$ cat src/rtl/md_seq_engine.sv
// Sequential signed multiply (radix-2 Booth) / divide (restoring) engine, 32 bits.
// Optional macro MD_DIVZERO_EXC_EN: divide by zero completes next cycle with div_zero set.
module md_seq_engine #(
    parameter int WIDTH = 32
) (
    input  logic             clk,
    input  logic             rst,
    input  logic             start,
    input  logic             op,
    input  logic [WIDTH-1:0] a,
    input  logic [WIDTH-1:0] b,
    output logic             busy,
    output logic             done,
    output logic [WIDTH-1:0] hi,
    output logic [WIDTH-1:0] lo,
    output logic             div_zero
);

    typedef enum logic [2:0] {
        S_IDLE,
        S_MULT,
        S_DIV,
        S_FIX,
        S_DONE
    } state_t;

    state_t           state_q, state_d;
    logic [4:0]       cnt_q, cnt_d;
    logic [WIDTH:0]   acc_q, acc_d;
    logic [WIDTH-1:0] qr_q, qr_d;
    logic             qm1_q, qm1_d;
    logic [WIDTH:0]   opd_q, opd_d;
    logic             negq_q, negq_d;
    logic             negr_q, negr_d;
    logic [WIDTH-1:0] hi_q, hi_d;
    logic [WIDTH-1:0] lo_q, lo_d;
`ifdef MD_DIVZERO_EXC_EN
    logic             dz_q, dz_d;
`endif

    logic [WIDTH-1:0] abs_a, abs_b;
    logic [WIDTH:0]   booth_sum, booth_acc;
    logic [WIDTH-1:0] booth_q;
    logic [WIDTH:0]   rem_sh, trial, div_acc;
    logic [WIDTH-1:0] div_q;
    logic [WIDTH-1:0] quot_fix, rem_fix;

    // Booth: acc holds the 33-bit partial product so -M of the most negative value fits.
    always_comb begin
        abs_a = a[WIDTH-1] ? ('0 - a) : a;
        abs_b = b[WIDTH-1] ? ('0 - b) : b;

        case ({qr_q[0], qm1_q})
            2'b01:   booth_sum = acc_q + opd_q;
            2'b10:   booth_sum = acc_q - opd_q;
            default: booth_sum = acc_q;
        endcase
        booth_acc = {booth_sum[WIDTH], booth_sum[WIDTH:1]};
        booth_q   = {booth_sum[0], qr_q[WIDTH-1:1]};

        rem_sh = {acc_q[WIDTH-1:0], qr_q[WIDTH-1]};
        trial  = rem_sh - opd_q;
        if (!trial[WIDTH]) begin
            div_acc = trial;
            div_q   = {qr_q[WIDTH-2:0], 1'b1};
        end else begin
            div_acc = rem_sh;
            div_q   = {qr_q[WIDTH-2:0], 1'b0};
        end

        quot_fix = negq_q ? ('0 - qr_q) : qr_q;
        rem_fix  = negr_q ? ('0 - acc_q[WIDTH-1:0]) : acc_q[WIDTH-1:0];
    end

    always_comb begin
        state_d = state_q;
        cnt_d   = cnt_q;
        acc_d   = acc_q;
        qr_d    = qr_q;
        qm1_d   = qm1_q;
        opd_d   = opd_q;
        negq_d  = negq_q;
        negr_d  = negr_q;
        hi_d    = hi_q;
        lo_d    = lo_q;
`ifdef MD_DIVZERO_EXC_EN
        dz_d    = dz_q;
`endif

        case (state_q)
            S_IDLE: begin
                if (start) begin
                    cnt_d = '0;
                    acc_d = '0;
                    qm1_d = 1'b0;
                    if (!op) begin
                        qr_d    = b;
                        opd_d   = {a[WIDTH-1], a};
                        state_d = S_MULT;
                    end else begin
                        qr_d    = abs_a;
                        opd_d   = {1'b0, abs_b};
                        // Zero divisor keeps the all-ones quotient unsigned.
                        negq_d  = (a[WIDTH-1] ^ b[WIDTH-1]) && (b != '0);
                        negr_d  = a[WIDTH-1];
                        state_d = S_DIV;
`ifdef MD_DIVZERO_EXC_EN
                        if (b == '0) begin
                            dz_d    = 1'b1;
                            state_d = S_DONE;
                        end
`endif
                    end
                end
            end
            S_MULT: begin
                acc_d = booth_acc;
                qr_d  = booth_q;
                qm1_d = qr_q[0];
                cnt_d = cnt_q + 5'd1;
                if (cnt_q == 5'd31) begin
                    hi_d    = booth_acc[WIDTH-1:0];
                    lo_d    = booth_q;
                    state_d = S_DONE;
                end
            end
            S_DIV: begin
                acc_d = div_acc;
                qr_d  = div_q;
                cnt_d = cnt_q + 5'd1;
                if (cnt_q == 5'd31) begin
                    state_d = S_FIX;
                end
            end
            S_FIX: begin
                hi_d    = rem_fix;
                lo_d    = quot_fix;
                state_d = S_DONE;
            end
            S_DONE: begin
`ifdef MD_DIVZERO_EXC_EN
                dz_d    = 1'b0;
`endif
                state_d = S_IDLE;
            end
            default: state_d = S_IDLE;
        endcase
    end

    always_ff @(posedge clk or negedge rst) begin
        if (!rst) begin
            state_q <= S_IDLE;
            cnt_q   <= '0;
            acc_q   <= '0;
            qr_q    <= '0;
            qm1_q   <= 1'b0;
            opd_q   <= '0;
            negq_q  <= 1'b0;
            negr_q  <= 1'b0;
            hi_q    <= '0;
            lo_q    <= '0;
`ifdef MD_DIVZERO_EXC_EN
            dz_q    <= 1'b0;
`endif
        end else begin
            state_q <= state_d;
            cnt_q   <= cnt_d;
            acc_q   <= acc_d;
            qr_q    <= qr_d;
            qm1_q   <= qm1_d;
            opd_q   <= opd_d;
            negq_q  <= negq_d;
            negr_q  <= negr_d;
            hi_q    <= hi_d;
            lo_q    <= lo_d;
`ifdef MD_DIVZERO_EXC_EN
            dz_q    <= dz_d;
`endif
        end
    end

    assign busy = (state_q == S_MULT) || (state_q == S_DIV) || (state_q == S_FIX);
    assign done = (state_q == S_DONE);
    assign hi   = hi_q;
    assign lo   = lo_q;
`ifdef MD_DIVZERO_EXC_EN
    assign div_zero = (state_q == S_DONE) && dz_q;
`else
    assign div_zero = 1'b0;
`endif

endmodule

$ cat config.mk
export PLATFORM = sky130hd
export DESIGN_NAME = md_seq_engine
export DESIGN_NICKNAME = d
export VERILOG_FILES = /design/src/rtl/md_seq_engine.sv
export SDC_FILE = /design/constraint.sdc
export NUM_CORES = 1
export LEC_CHECK = 0
export ABC_AREA = 1
export CORE_ASPECT_RATIO = 2
export CORE_MARGIN = 8
export CORE_UTILIZATION = 60
export CTS_CLUSTER_SIZE = 12
export DETAILED_ROUTE_END_ITERATION = 6
export PLACE_DENSITY = 0.89
export SLEW_MARGIN = 20
export SYNTH_ARGS = -nofsm -noshare
export SYNTH_HDL_FRONTEND = slang
export SYNTH_SLANG_ARGS = --single-unit
$ cat constraint.sdc
create_clock -name clk -period 4.26 [get_ports clk]
set_input_delay 0.852 -clock clk [delete_from_list [all_inputs] [get_ports clk]]
set_output_delay 0.852 -clock clk [all_outputs]
set_load 0.05 [all_outputs]
-- After elaboration in Yosys (flattened, before gate mapping)
Cells that the tools add are included.
- bitwise logic cells: 1
- add/subtract/negate cells: 8
- equal/unequal tests: 10
- reductions and logical operators: 17
- multiplexer cells: 26
- operator list (kind ; count):
    two-way mux 32 bit ; 8
    case mux 32 bit (2 select lines) ; 2
    subtractor 1 x 32 -> 32 bit, first input constant ; 4
    two-way mux 33 bit ; 3
    case mux 33 bit (3 select lines) ; 1
    case mux 32 bit (3 select lines) ; 1
    case mux 33 bit (2 select lines) ; 1
    subtractor 33 bit ; 2
    adder 33 bit ; 1
    nonzero test 32 bit ; 1
    case mux 3 bit (4 select lines) ; 1
    case mux 5 bit (2 select lines) ; 1
    AND reduction 2 bit ; 5
    two-way mux 3 bit ; 3
    == test 3 x 2 -> 1 bit, second input constant ; 2
    inequality test 2 bit, second input constant ; 3
    AND reduction 3 bit ; 2
    nonzero test 2 bit ; 3
    adder 5 x 1 -> 5 bit, second input constant ; 1
    == test 5 bit, second input constant ; 1
    two-way mux 5 bit ; 1
    == test 3 x 1 -> 1 bit, second input constant ; 1
    == test 3 bit, second input constant ; 1
    zero test 3 bit ; 1
    other kinds (10) ; 12
- bits of input ports: 68
- register bits: 173
- output and inout bits: 67

-- Longest topological paths before layout
- word-level depth: 5
- mapped depth: 25
- gate-level depth less buffers: 25

-- Worst setup path after synthesis
OpenSTA, ideal clock, no wires.
- path type: reg2reg
- start: register opd_q[1]
- end: register hi_q[27], in the netlist hi[27]
- stages on the path, launching flop included: 23
- period minus slack after synthesis: 3.048 ns
- arrival: 2.928 ns
- path buffers: 0
- required time: 4.140 ns
- path slack: 1.212 ns
- cells stage by stage: dfrtp_1 inv_1 ha_1 nand2_1 nor2_1 nand2_1 nand2_1 o21ai_0 o21bai_1 xor2_1 inv_1 ha_1 nand2_1 nor2_1 nand2_1 nor4_1 nand2_1 nand2_1 nand2_1 nand3_1 nand2_1 o21ai_1 nand2_1
- word-level cells in the longest chain between the ends: 4
- elaborated cells between the ends (all ways): 5
- those cells by class: 2 x add/sub; 3 x mux
- RTL lines (element ; line ; text):
    start: declaration ; 32 ; logic [WIDTH:0] opd_q, opd_d;
    start signal: assignment ; 171 ; opd_q <= opd_d;
    subtractor 33 bit or adder 33 bit (tied branches) ; 55, 54 ;
    case mux 33 bit (2 select lines) (*) ; 53 ; case ({qr_q[0], qm1_q})
    two-way mux 32 bit (*) ; 121 ; if (cnt_q == 5'd31) begin
    case mux 32 bit (2 select lines) (*) ; 90 ; case (state_q)
    end signal: assignment ; 174 ; hi_q <= hi_d;
    end: declaration ; 35 ; logic [WIDTH-1:0] hi_q, hi_d;
Mark *: on every way between the ends. The rest lies on a longest branch, timed or not. The select of a mux whose other input is x is not followed.
A chain may end at the register's enable or synchronous reset.

-- Worst setup path in the final report
- start: register qr_q[31]
- end: register acc_q[18]
- word-level cells in the longest chain between the ends: 3
- RTL lines (element ; line ; text):
    start: declaration ; 30 ; logic [WIDTH-1:0] qr_q, qr_d;
    start signal: assignment ; 169 ; qr_q <= qr_d;
    subtractor 33 bit ; 62 ; trial = rem_sh - opd_q;
    two-way mux 33 bit ; 63 ; if (!trial[WIDTH]) begin
    case mux 33 bit (3 select lines) ; 90 ;
    end signal: assignment ; 154 ; acc_q <= '0;
    end signal: assignment ; 168 ; acc_q <= acc_d;
    end: declaration ; 29 ; logic [WIDTH:0] acc_q, acc_d;
Every way passes these cells.

==> results.txt <==
----------------------------------------------------
[CTS]
  TritonCTS buffer count ... 17
  Number of clock sinks ... around 170
  Quantity of hold-fixing buffers added after cts ... 0
  Clock network latency to the later pin of the worst-skew pair ... approximately 0.48 ns
  Clock Pin Slew Worst Setup and Hold Paths ... 0.08 ns
  Maximum root-to-sink buffer count ... 2
  Root buffer selected by CTS ... sky130_fd_sc_hd__clkbuf_16
  Clock tree from TritonCTS ... built
  Number of levels the H-tree was split into ... 4

[Synthesis]
  Dominant cells by area after synthesis ... sky130_fd_sc_hd__dfrtp_1, sky130_fd_sc_hd__nand2_1, sky130_fd_sc_hd__inv_1
  Cell Area, Synth ... 17400 um^2
  Largest area contributor in the synthesized netlist ... sky130_fd_sc_hd__dfrtp_1
  Post-synthesis async set-or-reset flop share ... 100%
  Number of storage elements in the synthesis netlist ... 173
  Most used flip-flop cell after synthesis ... sky130_fd_sc_hd__dfrtp_1
  Portion of the post-synthesis area used by sequential elements ... 24.8%
  Synthesized area per cell ... 6.23 um^2
  Synth top area share ... 24.8%
  Number of synthesis warnings ... 0
  Net count of the mapped netlist ... roughly 3000
  Number of flops mapped to enable cells by yosys ... 0
  Syn Inst Count ... between 2000 and 3000
  Post-synthesis cell type count ... between 50 and 60

[Die]
  Ports ... approximately 140
  Starting Density ... 60.6%
  Core Footprint ... 28700 um^2
  Floorplan die width ... 137 um
  Floorplan die height ... about 260 um
  Number of cell rows ... 88
  Die outline area ... 35100 um^2

[Route]
  Initial DRC Count ... 2766
  DR pass1 iterations ... 7
  Routed via count ... 21100
  Post-Route WL ... 79.6 mm
  Routed wire per std cell ... 24.5 um
  Number of nets with antenna violations after detailed routing ... 0
  Post-detailed-route DRC marker count ... 0
  Post-detailed-route via-to-cell ratio ... 6.51

[Timing]
  Worst-case headroom to the max-slew limit ... 24.7%
  Final hold violations ... 0
  Number of failing setup endpoints in the final timing report ... 0
  Max Slew Vio Count ... 0
  Fmax ... 239 MHz
  Pin slew with the least headroom to its limit ... 1.12 ns
  Sum of negative setup slack ... 0 ns
  Final Skew ... ~0.027 ns
  Min cycle time layout ... 4.18 ns
  RSZ-0062 raised after global routing ... no
  Part of the cycle the worst path needs ... 98.1%

[Global route]
  Total routing resource utilization after global routing ... roughly 46%
  First-pass GRT wire length ... 121 mm
  Initial antenna violation count ... 3
  Met1 track utilization from global routing ... 44.3%
  Routing layer with the top usage in global route ... met2
  Pin count of the biggest net entering global routing ... 88
  Met3 track demand over resource ... 15.2%
  Number of global-route vias before repair ... 20700
  Total gr overflow ... 0
  Met2 capacity usage during global routing ... 74.1%

[Placed design]
  Gpl congestion ... 1.12
  Total half-perimeter wirelength after legalization and detailed placement ... 57.9 mm
  Port Buffers ... 133

[Worst setup path]
  Critical path start-end classification ... flip-flop to flip-flop
  Critical path launch point type ... flip-flop
  Critical path required time ... 4.62 ns
  Crit path max fanout ... 4
  Worst Setup End Kind ... flip-flop
  CP arrival ... 4.54 ns

[Layout]
  Fraction of layout instances using a drive strength above 1 ... 4.86%
  Leading cell type in the layout, fill and taps excluded ... sky130_fd_sc_hd__nand2_1
  Area Overhead vs Synth ... 12.6%
  Count of nets after finishing ... 3012
  Commonest cells after routing, fill and taps aside ... sky130_fd_sc_hd__nand2_1, sky130_fd_sc_hd__inv_1, sky130_fd_sc_hd__nor2_1
  Number of fillers in the final layout ... between 2000 and 3000

[Min path]
  Hold WC Path Type ... primary input to asynchronous set/reset pin

[Run]
  Total of max-cap violations ... 0

[Status]
  Result of the run ... complete, no violations

----------------------------------------------------
[area by class of cell]
type / instances / area (um^2) / area share (%)
Multi-Input combinational cell: 2185 / 11400 / 58.2
Sequential cell: 173 / 4330 / 22.1
Timing Repair Buffer: 165 / 1590 / 8.12
Inverter: 328 / 1230 / 6.27
Tap cell: 360 / 450 / 2.30
Clock buffer: 17 / 425 / 2.17
Clock inverter: 15 / 169 / 0.861
Antenna cell: 2 / 5.00 / 0.0255
[metal layers]
metal	part of all wire [%]	routed length [um]
met1	30	23500
met2	47	37700
met3	11	8440
met4	12	9900
met5	0	0
[worst max-delay path, stage by stage (launching register included)]
cell and delay, ns:
sky130_fd_sc_hd__dfrtp_1 0.45, sky130_fd_sc_hd__inv_1 0.17, sky130_fd_sc_hd__ha_1 0.18, sky130_fd_sc_hd__inv_1 0.07, sky130_fd_sc_hd__fa_1 0.40, sky130_fd_sc_hd__nand3_1 0.10, sky130_fd_sc_hd__nand2_1 0.27, sky130_fd_sc_hd__nand3_1 0.17
sky130_fd_sc_hd__nand2_1 0.30, sky130_fd_sc_hd__nand2_1 0.15, sky130_fd_sc_hd__nand2_1 0.16, sky130_fd_sc_hd__nand2_1 0.10, sky130_fd_sc_hd__nand2_1 0.07, sky130_fd_sc_hd__xnor2_1 0.87, sky130_fd_sc_hd__nand2_1 0.34, sky130_fd_sc_hd__nand3_1 0.18
sky130_fd_sc_hd__nand3_1 0.08
[Yosys cell counts (10+ instances only)]
| library cell | number |
|---|---|
| sky130_fd_sc_hd__a21oi_1 | 189 |
| sky130_fd_sc_hd__a221oi_1 | 25 |
| sky130_fd_sc_hd__a22oi_1 | 24 |
| sky130_fd_sc_hd__buf_2 | 19 |
| sky130_fd_sc_hd__clkbuf_1 | 76 |
| sky130_fd_sc_hd__dfrtp_1 | 173 |
| sky130_fd_sc_hd__ha_1 | 72 |
| sky130_fd_sc_hd__inv_1 | 318 |
| sky130_fd_sc_hd__inv_2 | 10 |
| sky130_fd_sc_hd__nand2_1 | 790 |
| sky130_fd_sc_hd__nand3_1 | 229 |
| sky130_fd_sc_hd__nand3b_1 | 14 |
| sky130_fd_sc_hd__nand4_1 | 21 |
| sky130_fd_sc_hd__nor2_1 | 258 |
| sky130_fd_sc_hd__nor3_1 | 48 |
| sky130_fd_sc_hd__o211ai_1 | 19 |
| sky130_fd_sc_hd__o21a_1 | 10 |
| sky130_fd_sc_hd__o21ai_0 | 207 |
| sky130_fd_sc_hd__o21ai_1 | 14 |
| sky130_fd_sc_hd__o221ai_1 | 24 |
| sky130_fd_sc_hd__or2_2 | 10 |
| sky130_fd_sc_hd__xnor2_1 | 25 |
| sky130_fd_sc_hd__xor2_1 | 96 |
[sequential cells by signal, indices dropped and copies added, names as in the netlist]
name and count:
qm1_q 1, qr_q 32, negq_q 1, opd_q 33, acc_q 33, state_q 3
hi 32, lo 32, cnt_q 5, negr_q 1
[stage by stage]
step | area (um^2) | setup WS [ns] | hold WS [ns] | instances | utilization (%)
global route | 19600 | 0.0369 | 0.507 | 3244 | 68.3
detailed placement | 19000 | 0.214 | 0.471 | 3210 | 66.1
finish | 19600 | 0.0792 | 0.428 | 3245 | 68.3
floorplan | 17400 | 1.21 | 0.471 | 2799 | -
CTS | 19600 | 0.206 | 0.483 | 3242 | 68.1
global placement | 19000 | 0.141 | 0.466 | 3210 | 66.1
[final timing paths]
kind | start | to | slack [ns] | cells past startpoint
hold / removal | rst | opd_q[29]$_DFFE_PN0P_ | 0.43 | 1
hold reg to reg | hi[13]$_DFFE_PN0P_ | hi[13]$_DFFE_PN0P_ | 0.49 | 2
setup reg to reg | qr_q[31]$_DFFE_PN0P_ | acc_q[18]$_DFFE_PN0P_ | 0.08 | 16
setup / recovery | qr_q[31]$_DFFE_PN0P_ | acc_q[18]$_DFFE_PN0P_ | 0.08 | 16
min in group clk | hi[13]$_DFFE_PN0P_ | hi[13]$_DFFE_PN0P_ | 0.49 | 2
max in group asynchronous | rst | state_q[2]$_DFFE_PN0P_ | 2.86 | 2
[cells by family after synthesis]
kind of cell,Yosys count,share of synthesized area [%]
AOI/OAI and AO/OA,571,19.3
xor gates and xnor gates,121,6.08
adders and majority gates,74,5.40
buffers and inverters,441,9.96
DFF,173,24.8
other,1,0.0215
and+or+nand+nor,1418,34.4
[what timing repair did]
action	CTS	global route
setup endpoints to repair	0	16
gates resized for setup	0	10
buffers inserted	0	1
Power is not shown: default switching activity piles up to over one toggle a cycle in this logic, so the estimate is an artifact.
